$ cat src/rtl/tile_pkg.sv
// tile_pkg: shared colour type, default colours and tile-geometry helpers for tile layers
package tile_pkg;
  typedef logic [23:0] rgb_t;
  localparam rgb_t DEF_BG_COLOR = 24'h000000;
  localparam rgb_t DEF_BORDER_COLOR = 24'hFFFFFF;
  function automatic int clog2w(input int n);
    int w;
    w = 1;
    while ((1 << w) < n) w++;
    return w;
  endfunction
  function automatic int code_w(input int tiles_per_reg);
    return 32 / tiles_per_reg;
  endfunction
  function automatic int n_per_row(input int width, input int sprite, input int tiles_per_reg);
    return width / (sprite * tiles_per_reg);
  endfunction
  localparam int CODE_W = code_w(4);
  localparam int N_PER_ROW = n_per_row(1920, 40, 4);
endpackage

$ cat src/rtl/tile_pos_counter.sv
// tile_pos_counter: tile-grid position counters and tile-map word addressing from pixel timing
module tile_pos_counter
  import tile_pkg::*;
#(
  parameter int WIDTH = 1920,
  parameter int HEIGHT = 1080,
  parameter int SPRITE_SIZE = 40,
  parameter int TILES_PER_REG = 4
) (
  input  logic clk,
  input  logic rst_n,
  input  logic vde_in,
  input  logic vsync_in,
  output logic [clog2w(TILES_PER_REG)-1:0] slot,
  output logic off_map,
  output logic border,
  output logic [8:0] map_addr
);
  localparam int NPR = n_per_row(WIDTH, SPRITE_SIZE, TILES_PER_REG);
  localparam int N_ROWS = (HEIGHT + SPRITE_SIZE - 1) / SPRITE_SIZE;
  localparam int SLOT_W = clog2w(TILES_PER_REG);
  localparam int PX_W = clog2w(SPRITE_SIZE);
  localparam int COL_W = clog2w(NPR + 1);
  localparam int ROW_W = clog2w(N_ROWS + 1);
  logic [PX_W-1:0] px, py;
  logic [COL_W-1:0] word_col, col_c;
  logic [ROW_W-1:0] word_row, row_c;
  logic vde_q, vsync_q, px_wrap, slot_wrap, py_wrap;
  logic [8:0] addr_q;
  assign px_wrap = px == PX_W'(SPRITE_SIZE - 1);
  assign slot_wrap = slot == SLOT_W'(TILES_PER_REG - 1);
  assign py_wrap = py == PX_W'(SPRITE_SIZE - 1);
  assign off_map = (word_col == COL_W'(NPR)) || (word_row == ROW_W'(N_ROWS));
  assign border = (px == '0) || (py == '0);
  // saturated counters point one past the map; keep the address on the last real word
  assign col_c = word_col == COL_W'(NPR) ? COL_W'(NPR - 1) : word_col;
  assign row_c = word_row == ROW_W'(N_ROWS) ? ROW_W'(N_ROWS - 1) : word_row;
  assign map_addr = vde_in ? 9'(row_c) * 9'(NPR) + 9'(col_c) : addr_q;
  always_ff @(posedge clk or negedge rst_n) begin
    if (!rst_n) begin
      px <= '0;
      slot <= '0;
      word_col <= '0;
      py <= '0;
      word_row <= '0;
      vde_q <= 1'b0;
      vsync_q <= 1'b0;
      addr_q <= '0;
    end else begin
      vde_q <= vde_in;
      vsync_q <= vsync_in;
      if (vde_in) addr_q <= map_addr;
      if (vsync_in && !vsync_q) begin
        px <= '0;
        slot <= '0;
        word_col <= '0;
        py <= '0;
        word_row <= '0;
      end else if (vde_in) begin
        px <= px_wrap ? '0 : px + 1'b1;
        if (px_wrap) slot <= slot_wrap ? '0 : slot + 1'b1;
        if (px_wrap && slot_wrap && word_col != COL_W'(NPR)) word_col <= word_col + 1'b1;
      end else if (vde_q) begin
        px <= '0;
        slot <= '0;
        word_col <= '0;
        py <= py_wrap ? '0 : py + 1'b1;
        if (py_wrap && word_row != ROW_W'(N_ROWS)) word_row <= word_row + 1'b1;
      end
    end
  end
endmodule

$ cat src/rtl/tile_pixel_pipe.sv
// tile_pixel_pipe: 2-stage tile renderer mapping tile-map codes through a palette onto RGB
// Define TILE_BORDER_EN to draw a BORDER_COLOR grid on tile edges.
module tile_pixel_pipe
  import tile_pkg::*;
#(
  parameter int WIDTH = 1920,
  parameter int HEIGHT = 1080,
  parameter int SPRITE_SIZE = 40,
  parameter int TILES_PER_REG = 4,
  parameter int PAL_DEPTH = 16,
  parameter rgb_t BG_COLOR = DEF_BG_COLOR,
  parameter rgb_t BORDER_COLOR = DEF_BORDER_COLOR
) (
  input  logic clk,
  input  logic rst_n,
  input  logic vde_in,
  input  logic hsync_in,
  input  logic vsync_in,
  output logic [8:0] map_addr,
  input  logic [31:0] map_data,
  input  logic pal_we,
  input  logic [$clog2(PAL_DEPTH)-1:0] pal_addr,
  input  logic [23:0] pal_data,
  output logic [7:0] R,
  output logic [7:0] G,
  output logic [7:0] B,
  output logic vde_out,
  output logic hsync_out,
  output logic vsync_out
);
`ifdef TILE_BORDER_EN
  localparam bit BORDER_ON = 1'b1;
`else
  localparam bit BORDER_ON = 1'b0;
`endif
  localparam int CW = code_w(TILES_PER_REG);
  localparam int IDX_W = $clog2(PAL_DEPTH);
  localparam int SLOT_W = clog2w(TILES_PER_REG);
  logic [SLOT_W-1:0] slot, s1_slot;
  logic off_map, border, s1_vde, s1_hsync, s1_vsync, s1_off, s1_border;
  logic [CW-1:0] code;
  rgb_t pal [PAL_DEPTH];
  rgb_t color;
  tile_pos_counter #(
    .WIDTH(WIDTH),
    .HEIGHT(HEIGHT),
    .SPRITE_SIZE(SPRITE_SIZE),
    .TILES_PER_REG(TILES_PER_REG)
  ) u_pos (
    .clk(clk),
    .rst_n(rst_n),
    .vde_in(vde_in),
    .vsync_in(vsync_in),
    .slot(slot),
    .off_map(off_map),
    .border(border),
    .map_addr(map_addr)
  );
  assign code = map_data[s1_slot*CW +: CW];
  // palette is read before this cycle's write lands, so a same-index write shows from the next pixel
  assign color = !s1_vde ? '0
               : (BORDER_ON && s1_border) ? BORDER_COLOR
               : (s1_off || code == '0) ? BG_COLOR
               : pal[code[IDX_W-1:0]];
  always_ff @(posedge clk or negedge rst_n) begin
    if (!rst_n) begin
      {s1_vde, s1_hsync, s1_vsync, s1_off, s1_border} <= '0;
      s1_slot <= '0;
      {R, G, B} <= '0;
      {vde_out, hsync_out, vsync_out} <= '0;
    end else begin
      {s1_vde, s1_hsync, s1_vsync, s1_off, s1_border} <= {vde_in, hsync_in, vsync_in, off_map, border};
      s1_slot <= slot;
      {R, G, B} <= color;
      {vde_out, hsync_out, vsync_out} <= {s1_vde, s1_hsync, s1_vsync};
    end
  end
  always_ff @(posedge clk or negedge rst_n) begin
    if (!rst_n) for (int i = 0; i < PAL_DEPTH; i++) pal[i] <= '0;
    else if (pal_we) pal[pal_addr] <= pal_data;
  end
endmodule
$ cat config.mk
export PLATFORM = sky130hd
export DESIGN_NAME = tile_pixel_pipe
export DESIGN_NICKNAME = d
export VERILOG_FILES = /design/src/rtl/tile_pkg.sv /design/src/rtl/tile_pos_counter.sv /design/src/rtl/tile_pixel_pipe.sv
export SDC_FILE = /design/constraint.sdc
export NUM_CORES = 1
export LEC_CHECK = 0
export ABC_AREA = 1
export BUFFER_PORTS_ARGS = -buffer_cell sky130_fd_sc_hd__buf_4
export CAP_MARGIN = 20
export CORE_ASPECT_RATIO = 0.7
export CORE_MARGIN = 2
export CORE_UTILIZATION = 50
export DETAILED_ROUTE_END_ITERATION = 6
export GPL_TIMING_DRIVEN = 0
export PLACE_DENSITY_LB_ADDON = 0.2
export SYNTH_ARGS = -nofsm -noshare
export SYNTH_HDL_FRONTEND = slang
export SYNTH_SLANG_ARGS = --single-unit
$ cat constraint.sdc
create_clock -name clk -period 2.7 [get_ports clk]
set_input_delay 0.27 -clock clk [delete_from_list [all_inputs] [get_ports clk]]
set_output_delay 0.27 -clock clk [all_outputs]
set_load 0.1 [all_outputs]
Word-level counts from Yosys, hierarchy flattened
Index checks and enable logic that the tools add are counted.
{"block": "classes", "addsub": 6, "multipliers": 1, "order_cmp": 3, "eq_ne": 10, "n_shift": 1, "n_mux": 32, "n_bitwise": 2, "n_reduce_logical": 16}
{"cell": "$bwmux W384", "count": 1}
{"cell": "$mux W24", "count": 5}
{"cell": "$bmux W24 S4", "count": 1}
{"cell": "$demux W24 S4", "count": 1}
{"cell": "$mux W6", "count": 8}
{"cell": "$shiftx A32 B6 Y8", "count": 1}
{"cell": "$mux W5", "count": 5}
{"cell": "$mux W4", "count": 5}
{"cell": "$add A6 B1 Y6 const B", "count": 2}
{"cell": "$eq A6 B6 Y1 const B", "count": 2}
{"cell": "$ge A5 B5 Y1 const B", "count": 2}
{"cell": "$mux W2", "count": 5}
{"cell": "$not A4 Y5", "count": 2}
{"cell": "$add A9 B4 Y9", "count": 1}
{"cell": "$mux W9", "count": 1}
{"cell": "$logic_not A8 Y1", "count": 1}
{"cell": "$mul A5 B2 Y7 const B", "count": 1}
{"cell": "$ne A3 B1 Y1 const B", "count": 2}
{"cell": "$reduce_and A2 Y1", "count": 3}
{"cell": "$add A5 B1 Y5 const B", "count": 1}
{"cell": "$eq A5 B5 Y1 const B", "count": 1}
{"cell": "$logic_and A1 B1 Y1", "count": 5}
{"cell": "$lt A5 B1 Y1 const B", "count": 1}
{"cell": "$ne A5 B5 Y1 const B", "count": 1}
{"cell": "other kinds (11)", "count": 13}
{"block": "word_totals", "regBits": 449, "inputBits": 66, "out_inout_bits": 36, "elab_cells": 104}

Logic depth before layout (Yosys ltp)
{"block": "logic_depth", "depth_word": 7, "mapped_depth": 18, "depth_no_buf": 18}

Hierarchy
From an unflattened synthesis, not the netlist that was laid out.
{"block": "hier_totals", "cells_unflattened": 2661, "area_unflattened_um2": 21197.8}
{"mod": "tile_pixel_pipe", "instances": 1, "cells_per_inst": 2383, "area_per_inst_um2": 19035.8, "seq_area_each_um2": 10435.0}
{"mod": "tile_pos_counter", "instances": 1, "cells_per_inst": 278, "area_per_inst_um2": 2162.1, "seq_area_each_um2": 850.8}

Least setup slack after synthesis
No wires, ideal clock.
{"block": "synth_path", "path_type": "register -> output", "start": "register u_pos.word_row[0]", "end": "output port map_addr[5]", "arrival_ns": 3.933, "required_time_ns": 2.430, "path_slack_ns": -1.503, "stages_incl_launch_ff": 13, "path_buffers": 0, "path_cell_list": "dfrtp_1 > ha_1 > nand2_1 > inv_1 > nand2_1 > inv_1 > nor2_1 > ha_1 > ha_1 > nand2_1 > a21oi_1 > xor2_1 > o21ai_0"}
{"block": "synth_between", "elab_chain_cells": 5}
{"element": "from (decl)", "line": "tile_pos_counter.sv:27", "rtl": "logic [ROW_W-1:0] word_row, row_c;"}
{"element": "from (signal assigned)", "line": "tile_pos_counter.sv:68", "rtl": "if (py_wrap && word_row != ROW_W'(N_ROWS)) word_row <= word_row + 1'b1;"}
{"element": "$eq A5 B5 Y1", "line": "tile_pos_counter.sv:37", "rtl": "assign row_c = word_row == ROW_W'(N_ROWS) ? ROW_W'(N_ROWS - 1) : word_row;"}
{"element": "$mux W5 (*)", "line": "tile_pos_counter.sv:37"}
{"element": "$mul A5 B2 Y7 (*)", "line": "tile_pos_counter.sv:38", "rtl": "assign map_addr = vde_in ? 9'(row_c) * 9'(NPR) + 9'(col_c) : addr_q;"}
{"element": "$add A9 B4 Y9 (*)", "line": "tile_pos_counter.sv:38"}
{"element": "$mux W9 (*)", "line": "tile_pos_counter.sv:38"}
{"element": "to (decl)", "line": "tile_pixel_pipe.sv:19", "rtl": "output logic [8:0] map_addr,"}
Mark *: on every way between the ends. The rest lies on a longest branch, timed or not.

Final worst setup path
{"block": "layout_path", "start": "register u_pos.word_row[1]", "end": "output port map_addr[5]"}
The elaborated chain is that of the path after synthesis.

==> impl_metrics.ini <==
[status]
status = finished, violations left
violations = setup timing

[timing]
maxSlewHeadroom_pct = 37.9
max_freq_ghz = 0.310
rsz0062_at_grt = true
finalHoldViolations = 0
finalWorstSetupSlack_ps = -524
setup_viol_count_final = 6
tns_ps = -2710
tightest_slew_ps = 931
period_share_pct = 119
drv_slew = 0
clock_skew_ps = 26.0
min_period_ps = 3220

[clock_tree]
htreeDepth = 2
clk_latency_ps = 600
cts.sinks = 449
clkTransAtPathRegs_ps = 70
cts_tree = built
root_buffer = clkbuf_16
cts_inserted_buffers = 45
cts_max_path_buffers = 3

[placement]
dpl.hpwl_um = 47400
port_buffers = 101
dp_slack_ps = -326
gp_congestion = 0.970

[setup_path]
cp_max_fo = 3
cp.required_ps = 2430
r2r-start = u_pos.word_row[1]
cp-end-kind = primary output
reg2reg_slack_ps = 240
path_class = register to primary output
crit_path_start_kind = register
cp.arrival_ps = 2950
r2r_end = u_pos.addr_q[7]
reg2regPathDepth = 16

[yosys]
synth_fp_nets = 2664
ys_ff_latch = 449
synth-seq-area-share_pct = 54.3
synth_warnings = 0
synth.distinct_cells = 35
syn-cell-area_um2 = 20700
synthCells = 2583
avgSynthCellArea_um2 = 8.01

[drt]
route.detailed.drc = 0
drt-total-wl_um = 65200
ant_nets = 0
dr.pass1.iters = 6
vias_per_cell = 5.66
wl_per_cell_um = 19.4
drt_iter0_markers = 2137
vias = 19000

[floorplanning]
die_y_um = 174
fp.dieW_um = 247
core-area_um2 = 40900
io-pin-count = 102
start_util_pct = 50.6
die-area_um2 = 43100
num_rows = 62

[cells_and_area]
finish.utilization_pct = 60.0
drive_above_1_share_pct = 11.5
final_net_count = 2859
regArea_um2 = 11200
antennaDiodeCount = 0
multi_input_area_um2 = 8210
synthToLayoutAreaGrowth_pct = 18.5
n_fill_cell = 3577

[power]
power.leakage_nw = 11.7
power_density_nw_per_um2 = 924
vdd.ir_drop.worst_uv = 1220

[global_routing]
antenna_found_initial = 1
grt_usage_pct = 30.3
grt_pass1_wl_um = 99700
grt_max_degree = 118
grt_pass1_vias = 17900
grt_overflow = 0

[job]
maxCapViolCount = 0

[min_path]
hp-class = primary input to asynchronous set/reset pin
[sequential cells by signal, summed over array words and instances (netlist names)]
| register | cells |
|---|---|
| s1_off | 1 |
| u_pos.vde_q | 1 |
| hsync_out | 1 |
| u_pos.word_col | 4 |
| u_pos.slot | 2 |
| u_pos.py | 6 |
| pal | 384 |
| u_pos.addr_q | 9 |
| u_pos.word_row | 5 |
| B | 8 |
| u_pos.vsync_q | 1 |
| R | 8 |
| vsync_out | 1 |
| vde_out | 1 |
| s1_slot | 2 |
| u_pos.px | 6 |
| G | 8 |
| s1_hsync | 1 |
[worst max-delay path by stage]
stage | start | endpoint | slack, ps | cells past startpoint
3_5_place_dp | u_pos.word_row[0] | map_addr[7] | -330 | 17
3_3_place_gp | rst_n | pal[137] | -3160 | 1
6_report | u_pos.word_row[1] | map_addr[5] | -520 | 12
5_1_grt | u_pos.word_row[0] | map_addr[8] | -660 | 19
2_1_floorplan | u_pos.word_row[0] | map_addr[6] | -10 | 11
4_1_cts | u_pos.word_row[0] | map_addr[7] | -600 | 17
[cells in the final DEF (no fill, tap or decap), types with 6 or more instances in the layout]
| cell | count |
|---|---|
| inv_2 | 12 |
| buf_1 | 6 |
| o21ai_0 | 405 |
| buf_2 | 38 |
| nand4_1 | 7 |
| nand3_2 | 9 |
| buf_6 | 9 |
| clkbuf_1 | 120 |
| nor2_1 | 124 |
| clkbuf_16 | 45 |
| nand3_1 | 192 |
| dlygate4sd3_1 | 28 |
| nand2_4 | 7 |
| clkinv_2 | 6 |
| buf_4 | 133 |
| nand2_1 | 824 |
| clkbuf_8 | 9 |
| a31oi_1 | 6 |
| ha_1 | 9 |
| nor3_1 | 14 |
| nand2_2 | 10 |
| o21ai_1 | 117 |
| dfrtp_1 | 447 |
| bufinv_16 | 6 |
| inv_1 | 144 |
| a21oi_1 | 34 |
[kinds of logic (layout without fill, tap and decap cells)]
family	count (synthesis)	after routing	synth area share, %
AND/OR/NAND/NOR	1197	1197	23.4
XOR/XNOR	3	3	0.127
AO/OA/AOI/OAI	575	575	14.1
buffers and inverters	344	575	7.21
adder cells (fa/ha/maj)	15	15	0.943
flip-flops	449	449	54.3
[power by group]
part | switching [mW] | internal [mW]
Clock | 2.76 | 3.92
Sequential | 0.719 | 8.16
Combinational | 4.89 | 2.20
Total | 8.37 | 14.3
[Yosys cell counts, drive strengths merged]
cell type	n	area (um^2)
ha	14	175
fa	1	20.0
nand2	841	3170
a31oi	7	43.8
o21a	1	8.76
o22ai	3	18.8
o31ai	1	7.51
nand4	7	43.8
nor2	129	487
nand3	202	1030
nand3b	1	7.51
o21bai	1	7.51
nor3	14	70.1
buf	77	487
o21ai	525	2630
inv	157	592
a21oi	36	184
a211oi	1	7.51
xor2	3	26.3
dfrtp	449	11200
or2	1	6.26
nor3b	2	15.0
clkbuf	110	413
[final cells by class]
cell class                 count  share of cell area, %
buffer                       187                   3.67
clock buffer                  64                   5.25
clock inverter                19                   1.15
inverter                     157                   2.41
multi-input combinational   1790                   33.5
sequential                   449                   45.8
tap                          544                   2.78
timing repair buffer         148                   5.44
[metrics by stage]
stage / power [mW] / cells / hold WS (ps) / cell area [um^2]
floorplan: 13.5 / 2583 / -25.6 / 20700
global placement: 15.4 / 3228 / 332 / 22200
CTS: 22.4 / 3353 / 238 / 24300
finish: 22.7 / 3358 / 272 / 24500
global route: 23.8 / 3358 / 293 / 24500
detailed placement: 15.6 / 3232 / 302 / 22300
[worst max-delay path, stage by stage, from the launching register on]
cell and delay [ps]:
dfrtp_1 410, buf_4 150, buf_4 130, inv_1 130, nand2_1 120, ha_4 270, ha_4 270, nand2_4 50
a21oi_4 160, buf_4 130, xor2_1 260, o21ai_4 60, buf_4 230
[repair_timing]
| action | in CTS | in global routing |
|---|---|---|
| pin swaps | 10 | 18 |
| hold buffers | 28 | 0 |
| endpoints found under the hold margin | 154 | 0 |
| setup endpoints to repair | 6 | 7 |
| setup buffers | 10 | 5 |
| gates resized for setup | 29 | 38 |
[routing by layer]
layer	GRT usage, %	wire [um]
met5	0	0
met3	7.21	6950
met4	10.0	2070
met1	45.4	28700
met2	43.0	27500
Note: power is estimated with default switching activity, not from simulation.
